File: config.mk
export PLATFORM = sky130hd
export DESIGN_NAME = prog_loader
export DESIGN_NICKNAME = d
export VERILOG_FILES = /design/src/rtl/prog_loader.sv
export SDC_FILE = /design/constraint.sdc
export NUM_CORES = 1
export LEC_CHECK = 0
export ABC_AREA = 1
export CELL_PAD_IN_SITES_DETAIL_PLACEMENT = 1
export CELL_PAD_IN_SITES_GLOBAL_PLACEMENT = 1
export CORE_AREA = 2 2 110 112
export CTS_BUF_LIST = sky130_fd_sc_hd__clkbuf_16
export CTS_CLUSTER_DIAMETER = 100
export DETAILED_ROUTE_END_ITERATION = 10
export DIE_AREA = 0 0 112 114
export GPL_ROUTABILITY_DRIVEN = 0
export PLACE_DENSITY_LB_ADDON = 0.1
export SLEW_MARGIN = 20
export SYNTH_ARGS = -nofsm -noshare
export SYNTH_HDL_FRONTEND = slang
export SYNTH_SLANG_ARGS = --single-unit
File: constraint.sdc
create_clock -name clk -period 2.2 [get_ports clk]
set_clock_uncertainty 0.2 [all_clocks]
set_input_delay 0.33 -clock clk [delete_from_list [all_inputs] [get_ports clk]]
set_output_delay 0.33 -clock clk [all_outputs]
set_load 0.01 [all_outputs]
File: src/rtl/prog_loader.sv
// prog_loader: receives a framed program image over a byte stream, writes it
// into RAM word by word, and releases the CPU only after the checksum matches.
//
// Frame: 8'hA5, LEN_HI, LEN_LO, LEN words (high byte first), CHK
//   CHK = XOR of all data bytes (8'h00 when LEN = 0)
//
// Handshake: a byte transfers on a rising edge where rx_valid and rx_ready
// are both 1. rx_valid may be held high for back-to-back bytes; rx_ready is
// 1 in every state except DONE, so the loader never stalls mid-frame.
//
// Ports:
//   clk        clock, all state updates on the rising edge
//   rst        synchronous active-low reset
//   rx_data    incoming byte
//   rx_valid   rx_data valid
//   rx_ready   loader accepts a byte this cycle
//   mem_addr   RAM write address (PROG_START + word index, 16-bit wrap)
//   mem_wdata  RAM write data
//   mem_we     one-cycle RAM write strobe
//   cpu_rst    1 = CPU held in reset; 0 only once DONE is reached
//   load_err   sticky error flag for the current load attempt
//   word_cnt   words written so far in the current load
//   dbg_state  current FSM state encoding, for observation
module prog_loader #(
    parameter logic [15:0] PROG_START = 16'h000F,
    parameter logic [15:0] MAX_WORDS  = 16'd1024
) (
    input  logic        clk,
    input  logic        rst,
    input  logic [7:0]  rx_data,
    input  logic        rx_valid,
    output logic        rx_ready,
    output logic [15:0] mem_addr,
    output logic [15:0] mem_wdata,
    output logic        mem_we,
    output logic        cpu_rst,
    output logic        load_err,
    output logic [15:0] word_cnt,
    output logic [2:0]  dbg_state
);

    localparam logic [7:0] MAGIC = 8'hA5;

    typedef enum logic [2:0] {
        IDLE    = 3'd0,
        LEN_HI  = 3'd1,
        LEN_LO  = 3'd2,
        DATA_HI = 3'd3,
        DATA_LO = 3'd4,
        CHECK   = 3'd5,
        DONE    = 3'd6,
        ERROR   = 3'd7
    } state_t;

    state_t      state;
    logic        rdy_q;
    logic        we_q;
    logic [15:0] len_q;
    logic [7:0]  hi_q;
    logic [7:0]  xor_q;
    logic        accept;
    logic [15:0] len_full;
    logic [15:0] cnt_next;

    // Gating with rst keeps both strobes low for the whole time reset is
    // held, including the first cycle before the reset edge lands, so a
    // write pending from the last DATA_LO is also suppressed.
    assign rx_ready  = rdy_q & rst;
    assign mem_we    = we_q & rst;
    assign dbg_state = state;

    assign accept   = rx_valid & rx_ready;
    assign len_full = {len_q[15:8], rx_data};
    assign cnt_next = word_cnt + 16'd1;

    always_ff @(posedge clk) begin
        if (!rst) begin
            state     <= IDLE;
            rdy_q     <= 1'b0;
            we_q      <= 1'b0;
            mem_addr  <= 16'h0000;
            mem_wdata <= 16'h0000;
            cpu_rst   <= 1'b1;
            load_err  <= 1'b0;
            word_cnt  <= 16'h0000;
            len_q     <= 16'h0000;
            hi_q      <= 8'h00;
            xor_q     <= 8'h00;
        end else begin
            we_q  <= 1'b0;
            rdy_q <= (state != DONE);
            if (accept) begin
                case (state)
                    IDLE: begin
                        if (rx_data == MAGIC) begin
                            state    <= LEN_HI;
                            word_cnt <= 16'h0000;
                            xor_q    <= 8'h00;
                        end
                    end
                    LEN_HI: begin
                        len_q[15:8] <= rx_data;
                        state       <= LEN_LO;
                    end
                    LEN_LO: begin
                        len_q <= len_full;
                        if (len_full > MAX_WORDS) begin
                            state    <= ERROR;
                            load_err <= 1'b1;
                        end else if (len_full == 16'h0000) begin
                            state <= CHECK;
                        end else begin
                            state <= DATA_HI;
                        end
                    end
                    DATA_HI: begin
                        hi_q  <= rx_data;
                        xor_q <= xor_q ^ rx_data;
                        state <= DATA_LO;
                    end
                    DATA_LO: begin
                        // Address uses the pre-increment count; the count
                        // and the strobe become visible in the same cycle.
                        xor_q     <= xor_q ^ rx_data;
                        we_q      <= 1'b1;
                        mem_addr  <= PROG_START + word_cnt;
                        mem_wdata <= {hi_q, rx_data};
                        word_cnt  <= cnt_next;
                        state     <= (cnt_next == len_q) ? CHECK : DATA_HI;
                    end
                    CHECK: begin
                        if (rx_data == xor_q) begin
                            state   <= DONE;
                            cpu_rst <= 1'b0;
                            rdy_q   <= 1'b0;
                        end else begin
                            state    <= ERROR;
                            load_err <= 1'b1;
                        end
                    end
                    ERROR: begin
                        if (rx_data == MAGIC) begin
                            state    <= LEN_HI;
                            load_err <= 1'b0;
                            word_cnt <= 16'h0000;
                            xor_q    <= 8'h00;
                        end
                    end
                    default: begin
                        // DONE: terminal until reset; never accepts anyway.
                        state <= state;
                    end
                endcase
            end
        end
    end

endmodule

* Word-level counts from Yosys, hierarchy flattened *
Cells that the tools add are included.

storage, ports and cells
  logic and storage cells = 69
  register bits = 87
  bits of input ports = 11
  output and inout bits = 55

operators by class
  bitwise logic cells = 4
  order comparisons = 1
  reduce and logical (&&, ||, !) cells = 18
  multiplexer cells = 18
  $add $sub $neg = 2
  equal/unequal tests = 14

operator list
  cell                     number
  $pmux W16 S2             1
  $pmux W3 S6              1
  $add A16 B1 Y16 const B  1
  $add A4 B16 Y16 const A  1
  $eq A16 B16 Y1           1
  $gt A16 B11 Y1 const B   1
  $logic_not A16 Y1        1
  $mux W16                 1
  $pmux W8 S2              1
  $mux W3                  4
  $reduce_and A3 Y1        4
  $reduce_and A2 Y1        5
  $eq A3 B3 Y1 const B     3
  $eq A8 B8 Y1             1
  $eq A8 B8 Y1 const B     1
  $mux W1                  8
  $mux W8                  1
  $xor A8 B8 Y8            1
  $eq A3 B2 Y1 const B     2
  $ne A2 B2 Y1 const B     3
  $reduce_bool A6 Y1       1
  $reduce_and A5 Y1        1
  $reduce_bool A2 Y1       2
  $reduce_or A2 Y1         2
  other kinds (7)          9

* Logic depth before layout (Yosys ltp) *
  word-level depth = 4
  mapped depth = 14
  depth with buffers taken out = 14

* Least setup slack after synthesis *
No wires, ideal clock.

  path kind = flip-flop to flip-flop
  start point = reg word_cnt[0]
  end point = reg state[1], in the netlist dbg_state[1]
  data required time = 1.880 ns
  period minus slack after synthesis = 1.961 ns
  setup time = 0.120 ns
  slack = 0.239 ns
  data arrival time = 1.642 ns
  path buffers = 0
  cell stages (with the launch flop) = 15
  cell sequence = dfxtp_1 -> ha_1 -> nand2_1 -> nor2_4 -> nand2_1 -> nand2_1 -> nand2_1 -> nand2_1 -> nand2_1 -> nor2_1 -> nand2_1 -> nor2_2 -> nand3_1 -> nand2_1 -> a21oi_1

between the ends
  word-level cells in the longest chain between the ends = 4

ends and longest elaborated chain
  item                      line  RTL
  start: declaration        38    output logic [15:0] word_cnt,
  start signal: assignment  128   word_cnt <= cnt_next;
  $add A16 B1 Y16           74    assign cnt_next = word_cnt + 16'd1;
  $eq A16 B16 Y1            129   state <= (cnt_next == len_q) ? CHECK : DATA_HI;
  $mux W3                   129
  $pmux W3 S6               93    case (state)
  end signal: assignment    129
  end signal: assignment    151   state <= state;
  end: declaration          55    state_t state;

No other way between the ends.
A chain may end at the register's enable or synchronous reset.

* Final worst setup path *
  start point = reg word_cnt[0]
  end point = reg state[2], in the netlist dbg_state[2]

The elaborated chain is that of the path after synthesis.

==> run_results.csv <==
group,metric,value,unit
cells_and_area,final_core_util,0.513,
yosys,post-synth-top-count-cell,"nand2_1",
cells_and_area,finalNetCount,756,
cells_and_area,drive_gt1_frac,0.179,
yosys,ys_warn_count,0,
yosys,synth_xor_area_frac,0.0405,
setup_path,cp-end-kind,"register",
placement,dp_cells,876,
timing,slew_viol_final,0,
cells_and_area,fillCellCount,1503,
timing,clock.fmax,464,MHz
yosys,synthArstFlopShare,0,
grt,grt_max_degree,36,
yosys,ys_ff_latch,87,
setup_path,path_max_fanout,6,
clocking,cts_buffers,9,
yosys,synth_top_area_cell,"dfxtp_1",
drt,dr.pass1.iters,7,
setup_path,r2r_slack,0.05,ns
drt,ant_nets,0,
setup_path,r2r_end,"dbg_state[2]",
setup_path,path_class,"reg -> reg",
timing,timing.final.crit_share,0.979,
drt,drc,0,
status,status,"complete, no violations",
yosys,synth_commonest_cells,"nand2_1 (114), dfxtp_1 (87), nor2_1 (75), inv_1 (62), o21ai_0 (62)",
timing,tightest_slew,0.464,ns
setup_path,cp_top_family,"simple AND/OR/NAND/NOR gates",
yosys,synth_compound_area_frac,0.172,
setup_path,required,2.27,ns
cells_and_area,antenna_cells,0,
timing,final-hold-violation-count,0,
yosys,ys.flop_type,"dfxtp_1",
setup_path,worstPathCellList,"ha_4 -> nand2_2 -> nor2_4 -> buf_6 -> nand3_2 -> nand2_1 -> nand3b_1 -> nand2_1 -> nand3_2 -> nor2_4 -> nand4_1 -> a21oi_1",
drt,wl,14600,microns
timing,setup_viol,0,
cells_and_area,area_growth,39.0,%
setup_path,critPathLaunchType,"register",
yosys,yosysTopAreaCellShare,0.403,
setup_path,worstRegToRegCells,12,
drt,wire_per_inst,16.4,microns
clocking,clock_sinks,87,
placement,dp_hpwl,10600,microns
yosys,synth_fa_ha_area_frac,0.00579,
yosys,syn_nets,638,
drt,viasPerCell,5.13,
setup_path,path_buf_inv,1,
clocking,clkTransAtPathRegs,0.07,ns
yosys,synth_cell_types,35,
setup_path,cp.depth,12,
floorplanning,row_count,40,
yosys,synth_cells,625,
floorplanning,ioPinCount,66,
yosys,ys_seq_area_frac,0.403,
clocking,root_buffer,"clkbuf_16",
grt,grt-ovfl-total,0,
drt,vias,4584,
power,vdd_drop_max,260,uV
clocking,htreeDepth,3,
timing,max_slew_margin,0.688,
grt,grt_first_pass_wirelength,23400,microns
floorplanning,fp.dieH,114,microns
timing,finalCriticalPeriod,2.15,ns
job,maxCapViolCount,0,
setup_path,critPathMaxStageDelay,0.40,ns
worst_hold_path,hp-class,"reg -> reg",
yosys,synth_top_family_by_area,"simple AND/OR/NAND/NOR gates",
yosys,syn_avg_cell_area,6.92,sq um
setup_path,cp_slowest_cell,"dfxtp_4",
grt,grt_pass1_vias,4706,
setup_path,critPathLaunch,"word_cnt[0]",
setup_path,worstPathArrival,2.23,ns
setup_path,worstSetupEndpoint,"dbg_state[2]",
cells_and_area,layout.cells.non_filler,894,
floorplanning,fp.dieW,112,microns
yosys,synthMuxAreaShare,0,
placement,portBuffers,65,
yosys,yosys.area_share.simple,0.296,
floorplanning,initial_core_util,0.369,
drt,initialDrtViolationCount,147,
power,p_leak,0.00245,uW
grt,grtUsageTotal,0.230,
clocking,cts_tree,"done",
power,p_per_area,532,nW/um^2
yosys,netlist_area,4320,sq um
clocking,postCtsHoldBufs,0,
setup_path,regToRegStartpoint,"word_cnt[0]",
clocking,cts_max_path_buffers,2,
floorplanning,die_area,12800,sq um
yosys,synth_edf_count,0,
yosys,yosys-top-cells-area,"dfxtp_1 (40%), nand2_1 (9.9%), o21ai_0 (7.2%)",
floorplanning,coreArea,11700,sq um
clocking,insertion_delay,0.35,ns
timing,hold_slack,0.263,ns
grt,grt_antenna_before_repair,0,
==> power breakdown <==
part / total (uW) / switching, uW / internal [uW] / leakage [uW]
sequential: 1570 / 0.504 / 1570 / 0.000705
combinational: 124 / 71.2 / 52.6 / 0.00161
clock: 1500 / 719 / 780 / 0.000134
==> tightest hold or removal path: stages (launching register included) <==
cell and delay (ns):
dfxtp_1 0.31, nand2_1 0.06, a21oi_1 0.05
==> registers in the layout, indices dropped and copies added (netlist names) <==
register and flops:
len_q 16, mem_addr 16, mem_wdata 16, word_cnt 16, hi_q 8, xor_q 8, dbg_state 3, cpu_rst 1
load_err 1, rdy_q 1, we_q 1
==> repair_timing <==
item                                    4_1_cts  5_1_grt
setup buffers                                 0        3
cloned                                        0        0
pin swaps                                     0       16
endpoints found under the setup margin        3        3
resized for setup                             5       40
endpoints found under the hold margin         0        0
==> layout by cell type, fill, tap and decap left out, types with 17 or more instances in the layout <==
cell and n:
buf_4 59, nor2_1 73, o21ai_0 60, a21oi_1 60
inv_1 61, nand3_1 46, dfxtp_1 80, clkdlybuf4s50_1 64
nand2_1 104, xor2_1 17
==> layout make-up <==
type                    instances  area (sq um)  area share
repair buffers                130          1190       0.197
multi-input cells             447          2350       0.391
inverters                      68           258      0.0429
well taps                     147           184      0.0306
flip-flops and latches         87          1760       0.292
clock inverters                 6          53.8     0.00895
clock buffers                   9           225      0.0375
==> how the worst min path moves through the flow <==
stage / startpoint / end / slack, ns / cells after the start
6_report: mem_addr[0] / mem_addr[0] / 0.26 / 2
5_1_grt: mem_addr[0] / mem_addr[0] / 0.29 / 2
4_1_cts: mem_addr[0] / mem_addr[0] / 0.27 / 2
3_5_place_dp: mem_addr[0] / mem_addr[0] / 0.26 / 2
3_3_place_gp: mem_addr[0] / mem_addr[0] / 0.25 / 2
2_1_floorplan: len_q[1] / len_q[1] / 0.24 / 2
==> logic make-up after synthesis <==
logic type | count (synthesis)
fa+ha+maj | 2
simple gates | 287
compound gates | 138
buf+inv | 91
xor+xnor | 20
flops | 87
==> stage by stage <==
stage / setup TNS, ns / power (uW) / worst slack (ns) / area, sq um
6_report: 0 / 3200 / 0.0453 / 6010
5_1_grt: -0.0412 / 3320 / -0.0412 / 6010
4_1_cts: 0 / 3220 / 0.0180 / 5850
3_5_place_dp: -5.45 / 1740 / -0.170 / 5560
3_3_place_gp: -2.55 / 1730 / -0.130 / 5560
2_1_floorplan: 0 / 1660 / 0.239 / 4320
==> layer usage <==
| layer | track usage | part of all wire | vias to the layer above |
|---|---|---|---|
| met5 | 0 | 0 | - |
| met4 | 0.0764 | 0.015 | 0 |
| met3 | 0.0377 | 0.030 | 20 |
| met2 | 0.422 | 0.52 | 78 |
| met1 | 0.274 | 0.44 | 2198 |
| li1 | - | - | 2288 |
Note: power is estimated with default switching activity, not from simulation.
